File: config.mk
export PLATFORM = sky130hd
export DESIGN_NAME = vnu_ib_lut_page_loader
export DESIGN_NICKNAME = d
export VERILOG_FILES = /design/src/rtl/vnu_ib_lut_page_loader.sv
export SDC_FILE = /design/constraint.sdc
export NUM_CORES = 1
export LEC_CHECK = 0
export ABC_AREA = 1
export CAP_MARGIN = 40
export CORE_ASPECT_RATIO = 1.4
export CORE_MARGIN = 5
export CORE_UTILIZATION = 47
export CTS_CLUSTER_SIZE = 8
export DETAILED_ROUTE_END_ITERATION = 6
export PLACE_DENSITY = 0.78
export REMOVE_ABC_BUFFERS = 1
export SLEW_MARGIN = 0
export SYNTH_ARGS = -nofsm -noshare
export SYNTH_HDL_FRONTEND = slang
export SYNTH_SLANG_ARGS = --single-unit
File: constraint.sdc
create_clock -name write_clk -period 1.79 [get_ports write_clk]
set_input_delay 0.179 -clock write_clk [delete_from_list [all_inputs] [get_ports write_clk]]
set_output_delay 0.179 -clock write_clk [all_outputs]
set_load 0.005 [all_outputs]
File: src/rtl/vnu_ib_lut_page_loader.sv
// IB LUT page loader: streams every page of the iteration-specific IB LUT
// from a fixed-latency ROM into the f1 datapath's LUT RAM write port.
// Flow: IDLE -> FETCH (issue reads) -> DRAIN (flush in-flight reads) -> DONE.
module vnu_ib_lut_page_loader #(
    parameter int ENTRY_ADDR    = 7,
    parameter int LUT_PORT_SIZE = 4,
    parameter int BANK_NUM      = 2,
    parameter int ITER_WIDTH    = 5,
    parameter int ROM_LAT       = 2
) (
    input  logic                                write_clk,
    input  logic                                rst,
    input  logic                                load_start,
    input  logic [ITER_WIDTH-1:0]               load_iter,
    input  logic                                load_pause,
    input  logic                                load_abort,
    output logic                                rom_en,
    output logic [ITER_WIDTH+ENTRY_ADDR-1:0]    rom_addr,
    input  logic [LUT_PORT_SIZE*BANK_NUM-1:0]   rom_data,
    output logic [ENTRY_ADDR-1:0]               page_addr_ram,
    output logic [LUT_PORT_SIZE*BANK_NUM-1:0]   ram_write_data_1,
    output logic                                ib_ram_we,
    output logic                                load_busy,
    output logic                                load_done,
    output logic [ITER_WIDTH-1:0]               iter_loaded
);

    localparam int DW = LUT_PORT_SIZE * BANK_NUM;

    typedef enum logic [1:0] {S_IDLE, S_FETCH, S_DRAIN, S_DONE} state_t;

    state_t                          state_q, state_d;
    logic [ITER_WIDTH-1:0]           iter_q, iter_d;
    logic [ENTRY_ADDR-1:0]           page_q, page_d;
    // Stage k holds the read issued k cycles ago; stage ROM_LAT lines up with rom_data.
    logic [ROM_LAT:1]                vld_pipe_q, vld_pipe_d;
    logic [ROM_LAT:1][ENTRY_ADDR-1:0] page_pipe_q, page_pipe_d;
    logic                            we_q, we_d;
    logic [ENTRY_ADDR-1:0]           wpage_q, wpage_d;
    logic [DW-1:0]                   wdata_q, wdata_d;
    logic [ITER_WIDTH-1:0]           iter_loaded_q, iter_loaded_d;

    logic busy;
    logic abort_hit;
    logic issue;

    assign busy      = (state_q == S_FETCH) || (state_q == S_DRAIN);
    assign abort_hit = load_abort && busy;
    // Abort outranks pause; a read is issued only when neither is active.
    assign issue     = (state_q == S_FETCH) && !load_pause && !load_abort;

    // State and datapath registers with synchronous reset
    always_ff @(posedge write_clk) begin
        if (rst) begin
            state_q       <= S_IDLE;
            iter_q        <= '0;
            page_q        <= '0;
            vld_pipe_q    <= '0;
            page_pipe_q   <= '0;
            we_q          <= 1'b0;
            wpage_q       <= '0;
            wdata_q       <= '0;
            iter_loaded_q <= '0;
        end else begin
            state_q       <= state_d;
            iter_q        <= iter_d;
            page_q        <= page_d;
            vld_pipe_q    <= vld_pipe_d;
            page_pipe_q   <= page_pipe_d;
            we_q          <= we_d;
            wpage_q       <= wpage_d;
            wdata_q       <= wdata_d;
            iter_loaded_q <= iter_loaded_d;
        end
    end

    // Next-state logic; start is only honoured in IDLE and is never queued
    always_comb begin
        state_d = state_q;
        case (state_q)
            S_IDLE:  if (load_start) state_d = S_FETCH;
            S_FETCH: begin
                if (load_abort)
                    state_d = S_IDLE;
                else if (issue && page_q == {ENTRY_ADDR{1'b1}})
                    state_d = S_DRAIN;
            end
            // Leave once no read is in flight; the last write is on the output this cycle.
            S_DRAIN: begin
                if (load_abort)
                    state_d = S_IDLE;
                else if (vld_pipe_q == '0)
                    state_d = S_DONE;
            end
            S_DONE:  state_d = S_IDLE;
            default: state_d = S_IDLE;
        endcase
    end

    // Page counter, read pipeline and registered RAM write port
    always_comb begin
        iter_d        = iter_q;
        page_d        = page_q;
        iter_loaded_d = iter_loaded_q;

        if (state_q == S_IDLE && load_start) begin
            iter_d = load_iter;
            page_d = '0;
        end else if (issue) begin
            page_d = page_q + 1'b1;   // wraps to 0 after the last page; unused afterwards
        end

        vld_pipe_d     = '0;
        page_pipe_d    = page_pipe_q;
        vld_pipe_d[1]  = issue;
        page_pipe_d[1] = page_q;
        for (int k = 2; k <= ROM_LAT; k++) begin
            vld_pipe_d[k]  = vld_pipe_q[k-1];
            page_pipe_d[k] = page_pipe_q[k-1];
        end
        if (abort_hit)
            vld_pipe_d = '0;

        // Address/data hold their last value when no write is issued.
        we_d    = vld_pipe_q[ROM_LAT] && !abort_hit;
        wpage_d = vld_pipe_q[ROM_LAT] ? page_pipe_q[ROM_LAT] : wpage_q;
        wdata_d = vld_pipe_q[ROM_LAT] ? rom_data : wdata_q;

        if (state_q == S_DRAIN && state_d == S_DONE)
            iter_loaded_d = iter_q;
    end

    // Output decode
    always_comb begin
        rom_en           = issue;
        rom_addr         = {iter_q, page_q};
        page_addr_ram    = wpage_q;
        ram_write_data_1 = wdata_q;
        ib_ram_we        = we_q;
        load_busy        = busy;
        load_done        = (state_q == S_DONE);
        iter_loaded      = iter_loaded_q;
    end

endmodule

==> results by group, run 1 <==
Run status
  – Status: finished clean

Pwr
  – Logic pwr share: 0.084
  – Sequential power share: 0.554
  – Power share of the clock group: 0.361
  – Switching share of power: 0.211
  – Int Power: 1660 uW
  – Peak supply drop: 0.507 mV
  – NetSw: 442 uW
  – Static leakage: 0.00108 uW
  – Power Density: 782 nW/um^2

Hold path
  – Worst Hold Class: reg2reg

Routing
  – TritonRoute pass-1 iters: 4
  – Post-route ant nets: 0
  – Wire per inst: 11.9 um
  – Vias post-DR: 1662
  – Via density per instance: 4.82
  – Drt drc: 0
  – DRT Wirelength: 4100 um
  – Iteration-0 DRC Markers: 51

GRT
  – Largest net degree at the start of global routing: 27
  – Grt total ovfl: 0
  – All-Layer GR Usage: 0.152
  – Initial antenna violation count: 0
  – First-pass GRT wire length: 6720 um
  – Vias in the first global route: 1593

Floorplan
  – Core area: 4170 um^2
  – Die ar.: 5630 um^2
  – Row cnt: 28
  – Die W: 64.8 um
  – Die Height: 86.8 um
  – Initial Utilization: 0.475
  – Ports: 54

Synthesis
  – Seq cells post-synth: 51
  – Post-synth EDFFs: 0
  – Top cell type's share of synthesized area: 0.516
  – Post-synth top area cell: dfxtp_1
  – Synthesized area: 1980 um^2
  – Synth Warn #: 0
  – Synth area leaders: dfxtp_1, nor2_1, o21ai_0, inv_1, ha_1
  – Commonest cells post-synth: nor2_1, dfxtp_1, inv_1
  – Main synth FF type: dfxtp_1
  – Register area share after synthesis: 0.516
  – Synth unique cells: 24
  – Syn avg cell area: 7.98 um^2
  – Syn Inst Count: 248
  – Count leader, synth: nor2_1
  – Ys async rst share: 0

Clock tree
  – CTS tree: yes
  – CTS sink count: 51
  – Number of H-tree levels: 2
  – Clock slew at reported path FFs: 0.08 ns
  – Max clock buf depth: 2
  – Num CTS Buffers: 5
  – Worst skew pair latency: 0.30 ns
  – Hold Buf Count CTS: 0
  – Clk Tree Root Cell: clkbuf_8

Finish
  – Final instance area: 2680 um^2
  – Nets: 324
  – Final core occ: 0.643
  – Share of layout cells above drive strength 1: 0.127
  – Fillcell total: 349
  – Layout area overhead: 35.5%
  – ANT cells: 0

Placement
  – Gp weighted congestion: 0.794
  – Port bufs: 53
  – Area after DPL: 2510 um^2
  – Post-detail-place hpwl: 3010 um

Timing
  – Period utilisation layout: 0.973
  – Unrepaired setup endpoints after global routing: yes
  – Slew @ Worst Pin: 0.671 ns
  – Fin. Hold Viols: 0
  – Min Tclk post-route: 1.74 ns
  – Max-slew headroom: 0.552
  – Endpoints failing setup: 0
  – Skew final: 0.00240 ns
  – Max Freq: 574 MHz
  – Pins Over Slew Limit: 0

Worst setup path
  – CP endpoint kind: flip-flop
  – WP data arrival: 1.94 ns
  – Crit Path Class: reg2reg
  – Crit start category: flip-flop
  – Crit path required time: 1.99 ns
  – Worst reg-to-reg setup slack: 0.05 ns
  – Crit path max fanout: 5

Flow run
  – Max-Cap Viols: 0
## final cells by class
type                    instances  area, um^2  area share
well taps                      45        56.3      0.0210
multi-input cells             151         805       0.300
flip-flops and latches         51        1020       0.382
clock buffers                   6        72.6      0.0271
clock inverters                 1        30.0      0.0112
repair buffers                 59         574       0.214
inverters                      32         121      0.0452
## worst max-delay path, stage by stage (launching register included)
cell and delay [ns]:
dfxtp_2 0.35, inv_2 0.06, buf_4 0.15, ha_2 0.20
nor2_4 0.13, o21ai_2 0.08, a21oi_2 0.11, nand2_2 0.10
a21oi_4 0.22, nand3_1 0.11, nand2_1 0.08, nor2_1 0.05
## path summary, 6_finish.rpt
kind,startpoint,to,cells past startpoint
min reg2reg,page_pipe_d[13],page_pipe_q[13],2
max,state_q[1],iter_loaded[1],11
min,page_pipe_d[13],page_pipe_q[13],2
max reg2reg,state_q[1],iter_loaded[1],11
## flip-flops by register name (all words and copies together), names as in the netlist
register / flops
vld_pipe_q: 2
ram_write_data_1: 8
page_pipe_q: 7
page_q: 7
ib_ram_we: 1
page_pipe_d: 7
page_addr_ram: 7
state_q: 2
iter_loaded: 5
iter_q: 5
## layout by cell type, fill, tap and decap left out, drive strengths merged
cell | netlist | layout
o21ai | 26 | 26
dlygate4sd2 | 0 | 1
nand4 | 2 | 2
buf | 10 | 6
a21oi | 14 | 14
inv | 31 | 31
ha | 6 | 6
nor2 | 66 | 66
nand2 | 25 | 25
clkdlybuf4s50 | 0 | 52
clkbuf | 4 | 6
clkinv | 1 | 1
xor2 | 1 | 1
bufinv | 0 | 1
dfxtp | 51 | 51
nand3 | 10 | 10
a21boi | 1 | 1
## kinds of logic (layout without fill, tap and decap cells)
logic type	count (synthesis)	in the layout	synth area share
buffers and inverters	46	98	0.102
AO/OA/AOI/OAI	41	41	0.111
flip-flops	51	51	0.516
adder cells (fa/ha/maj)	6	6	0.0379
AND/OR/NAND/NOR	103	103	0.229
XOR/XNOR	1	1	0.00443
## repair_timing
action,in CTS,in global routing
buffers inserted,1,1
pin swaps,0,3
setup endpoints to repair,2,6
gates cloned,0,0
resized for setup,5,9
## layer usage
metal	vias to the layer above	track usage	share of wire	routed length, um
met5	-	0	0	0
met3	6	0.0415	0.052	215
li1	862	-	-	-
met4	0	0.0615	0.016	64
met1	759	0.165	0.40	1630
met2	35	0.274	0.53	2180
## power by group through the flow
stage	registers [uW]	clock network [uW]	logic [uW]
finish	1160	758	177
global route	1170	812	194
CTS	1160	777	170
detailed placement	1190	0	169
global placement	1190	0	166
floorplan	1190	0	63.3
## per-stage QoR
step | setup slack, ns | TNS, ns | hold slack, ns | cells | total power, uW
floorplan | 0.233 | 0 | 0.248 | 234 | 1250
global placement | 0.0605 | 0 | 0.389 | 336 | 1360
detailed placement | 0.0566 | 0 | 0.395 | 336 | 1360
CTS | 0.00000766 | 0 | 0.407 | 344 | 2110
global route | -0.0426 | -0.114 | 0.416 | 345 | 2170
finish | 0.0475 | 0 | 0.404 | 345 | 2100
No activity file was read; power rests on OpenSTA's default activity.
==> inputs of run 2 (changes only) <==
--- a/config.mk
+++ b/config.mk
@@ -6,7 +6,6 @@
 export NUM_CORES = 1
 export LEC_CHECK = 0
 export ABC_AREA = 1
-export CAP_MARGIN = 40
 export CORE_ASPECT_RATIO = 1.4
 export CORE_MARGIN = 5
 export CORE_UTILIZATION = 47
==> results of run 2 <==
Final layout, timing and power as in run 1 (identical DEF).
==> inputs of run 3 (changes only) <==
--- a/config.mk
+++ b/config.mk
@@ -12,8 +12,10 @@
 export CTS_CLUSTER_SIZE = 8
 export DETAILED_ROUTE_END_ITERATION = 6
 export PLACE_DENSITY = 0.78
+export RECOVER_POWER = 50
 export REMOVE_ABC_BUFFERS = 1
 export SLEW_MARGIN = 0
 export SYNTH_ARGS = -nofsm -noshare
 export SYNTH_HDL_FRONTEND = slang
 export SYNTH_SLANG_ARGS = --single-unit
+export TNS_END_PERCENT = 20
==> run 3 against run 2 <==
  * Via count barely moved
  * Maximum frequency barely moved
  * Combinational power is 2% lower
  * Non-clock buffer count stayed put
  * Largest power group unchanged
  * Highest routed layer unchanged
  * Critical path type unchanged
  * Largest cell class unchanged
  * Critical endpoint unchanged
  * Die area did not move
==> results by group, run 3 (synthesis results as in run 1) <==
Run status
  – Status: finished clean (unchanged)

Floorplan
  – Row cnt: 28 (unchanged)
  – Die W: 64.8 um (unchanged)
  – Die ar.: 5630 um^2 (unchanged)
  – Die Height: 86.8 um (unchanged)
  – Ports: 54 (unchanged)
  – Core area: 4170 um^2 (unchanged)
  – Initial Utilization: 0.475 (unchanged)

Clock tree
  – Number of H-tree levels: 2 (unchanged)
  – CTS tree: yes (unchanged)
  – Clock slew at reported path FFs: 0.08 ns (about the same)
  – CTS sink count: 51 (unchanged)
  – Hold Buf Count CTS: 0 (unchanged)
  – Clk Tree Root Cell: clkbuf_8 (unchanged)
  – Max clock buf depth: 2 (unchanged)
  – Num CTS Buffers: 5 (unchanged)
  – Worst skew pair latency: 0.30 ns (about the same)

Routing
  – Via density per instance: 4.81 (was 4.82)
  – TritonRoute pass-1 iters: 4 (unchanged)
  – Post-route ant nets: 0 (unchanged)
  – Wire per inst: 11.9 um (about the same)
  – Iteration-0 DRC Markers: 53 (was 51)
  – Vias post-DR: 1661 (was 1662)
  – Drt drc: 0 (unchanged)
  – DRT Wirelength: 4090 um (was 4100 um)

Worst setup path
  – Setup crit start: state_q[1] (unchanged)
  – Critical-path cell list: inv_2 > buf_4 > ha_2 > nor2_4 > o21ai_2 > a21oi_2 > nand2_2 > a21oi_4 > nand3_1 > nand2_1 > nor2_1 (unchanged)
  – Worst r2r src: state_q[1] (unchanged)
  – Worst reg-to-reg setup slack: 0.05 ns (about the same)
  – Crit Path Class: reg2reg (unchanged)
  – Reg2reg path depth: 11 (unchanged)
  – CP endpoint kind: flip-flop (unchanged)
  – Crit path required time: 1.99 ns (about the same)
  – Crit-path slowest cell: dfxtp_2 (unchanged)
  – Slowest stage delay, CP: 0.35 ns (about the same)
  – Crit start category: flip-flop (unchanged)
  – Setup crit end: iter_loaded[1] (unchanged)
  – Largest delay share family, worst path: simple AND/OR/NAND/NOR gates (unchanged)
  – WP data arrival: 1.94 ns (about the same)
  – Crit path max fanout: 5 (unchanged)
  – Worst R2R End: iter_loaded[1] (unchanged)
  – WP depth: 11 (unchanged)
  – CP bufs+invs: 2 (unchanged)

Timing
  – Unrepaired setup endpoints after global routing: yes (unchanged)
  – Max-slew headroom: 0.504 (was 0.552)
  – Pins Over Slew Limit: 0 (unchanged)
  – Skew final: 0.00241 ns (was 0.00240 ns)
  – Max Freq: 574 MHz (about the same)
  – Hold slack: 0.404 ns (unchanged)
  – Endpoints failing setup: 0 (unchanged)
  – Fin. Hold Viols: 0 (unchanged)
  – Min Tclk post-route: 1.74 ns (about the same)
  – Slew @ Worst Pin: 0.744 ns (was 0.671 ns)
  – Period utilisation layout: 0.973 (about the same)

GRT
  – Initial antenna violation count: 0 (unchanged)
  – First-pass GRT wire length: 6720 um (unchanged)
  – All-Layer GR Usage: 0.152 (unchanged)
  – Grt total ovfl: 0 (unchanged)
  – Largest net degree at the start of global routing: 27 (unchanged)
  – Vias in the first global route: 1593 (unchanged)

Pwr
  – Peak supply drop: 0.507 mV (about the same)
  – NetSw: 442 uW (about the same)
  – Logic pwr share: 0.083 (was 0.084)
  – Sequential power share: 0.555 (was 0.554)
  – Int Power: 1650 uW (was 1660 uW)
  – Power share of the clock group: 0.362 (was 0.361)
  – Power Density: 782 nW/um^2 (about the same)
  – Switching share of power: 0.211 (about the same)
  – Static leakage: 0.00112 uW (was 0.00108 uW)

Finish
  – Commonest non-fill, non-tap cell in the layout: nor2_1 (unchanged)
  – Final core occ: 0.643 (about the same)
  – Most frequent cells in the layout: nor2_1, dfxtp_1, clkdlybuf4s50_1, inv_1, o21ai_0 (was nor2_1, clkdlybuf4s50_1, dfxtp_1, inv_1, o21ai_0)
  – Layout area overhead: 35.3% (was 35.5%)
  – Nets: 324 (unchanged)
  – Max reg flops: 8 (unchanged)
  – Share of layout cells above drive strength 1: 0.123 (was 0.127)
  – ANT cells: 0 (unchanged)

Placement
  – Gp weighted congestion: 0.794 (unchanged)
  – Post-detail-place hpwl: 3010 um (unchanged)
  – Port bufs: 53 (unchanged)

Flow run
  – Max-Cap Viols: 0 (unchanged)

Hold path
  – Worst Hold Class: reg2reg (unchanged)
[run 3: cell types whose count changed in the layout (fill, tap and decap cells not counted), sizes merged]
cell           change
clkdlybuf4s50     -15
dlygate4sd3       +15
buf                -1
clkbuf             +1
[run 3: cell type report]
cell class                      count  area (um^2)
Multi-Input combinational cell    151          805
Timing Repair Buffer               59          571
Inverter                           32          121
Clock buffer                        6         72.6
Fill cell                         351         1490
Clock inverter                      1         30.0
Tap cell                           45         56.3
Sequential cell                    51         1020
[run 3: metal layers]
layer  vias to the layer above  track usage  wire, um  share of wire
li1                        862            -         -              -
met1                       758        0.165      1620           0.40
met2                        35        0.274      2180           0.53
met3                         6       0.0415       223          0.054
met4                         0       0.0615        64          0.016
met5                         -            0         0              0
[run 3: timing repair]
item / in CTS / in global routing
pin swaps: 0 / 3
endpoints found under the setup margin: 2 / 6
gates resized for setup: 5 / 9
buffers inserted: 1 / 1
[run 3: tightest hold or removal path, delay by kind of cell, from the launching register on]
kind                   cells  cell delay (ns)
AND/OR/NAND/NOR            1             0.03
flip-flops                 1             0.30
buffers and inverters      1             0.04
[run 3: how the worst min path moves through the flow]
stage                     from         endpoint  slack (ns)  cells after the start
6_report       page_pipe_d[13]  page_pipe_q[13]        0.40                      2
5_1_grt        page_pipe_d[11]  page_pipe_q[11]        0.42                      2
4_1_cts         page_pipe_d[7]   page_pipe_q[7]        0.41                      2
3_5_place_dp    page_pipe_d[8]   page_pipe_q[8]        0.40                      2
3_3_place_gp    page_pipe_d[7]   page_pipe_q[7]        0.39                      2
2_1_floorplan              rst       state_q[0]        0.25                      1
[run 3: metrics by stage]
step	setup TNS, ns	setup slack (ns)	instance area, um^2	power, uW	std cells
global route	-0.114	-0.0426	2680	2170	345
floorplan	0	0.233	1900	1250	234
global placement	0	0.0605	2510	1360	336
finish	0	0.0475	2680	2090	345
detailed placement	0	0.0566	2510	1360	336
CTS	0	0.00000766	2640	2110	344
[run 3: power groups by stage]
stage | Combinational [uW] | Clock [uW] | Sequential [uW]
2_1_floorplan | 63.3 | 0 | 1190
3_3_place_gp | 166 | 0 | 1190
3_5_place_dp | 169 | 0 | 1190
4_1_cts | 170 | 777 | 1160
5_1_grt | 190 | 812 | 1170
6_report | 173 | 758 | 1160
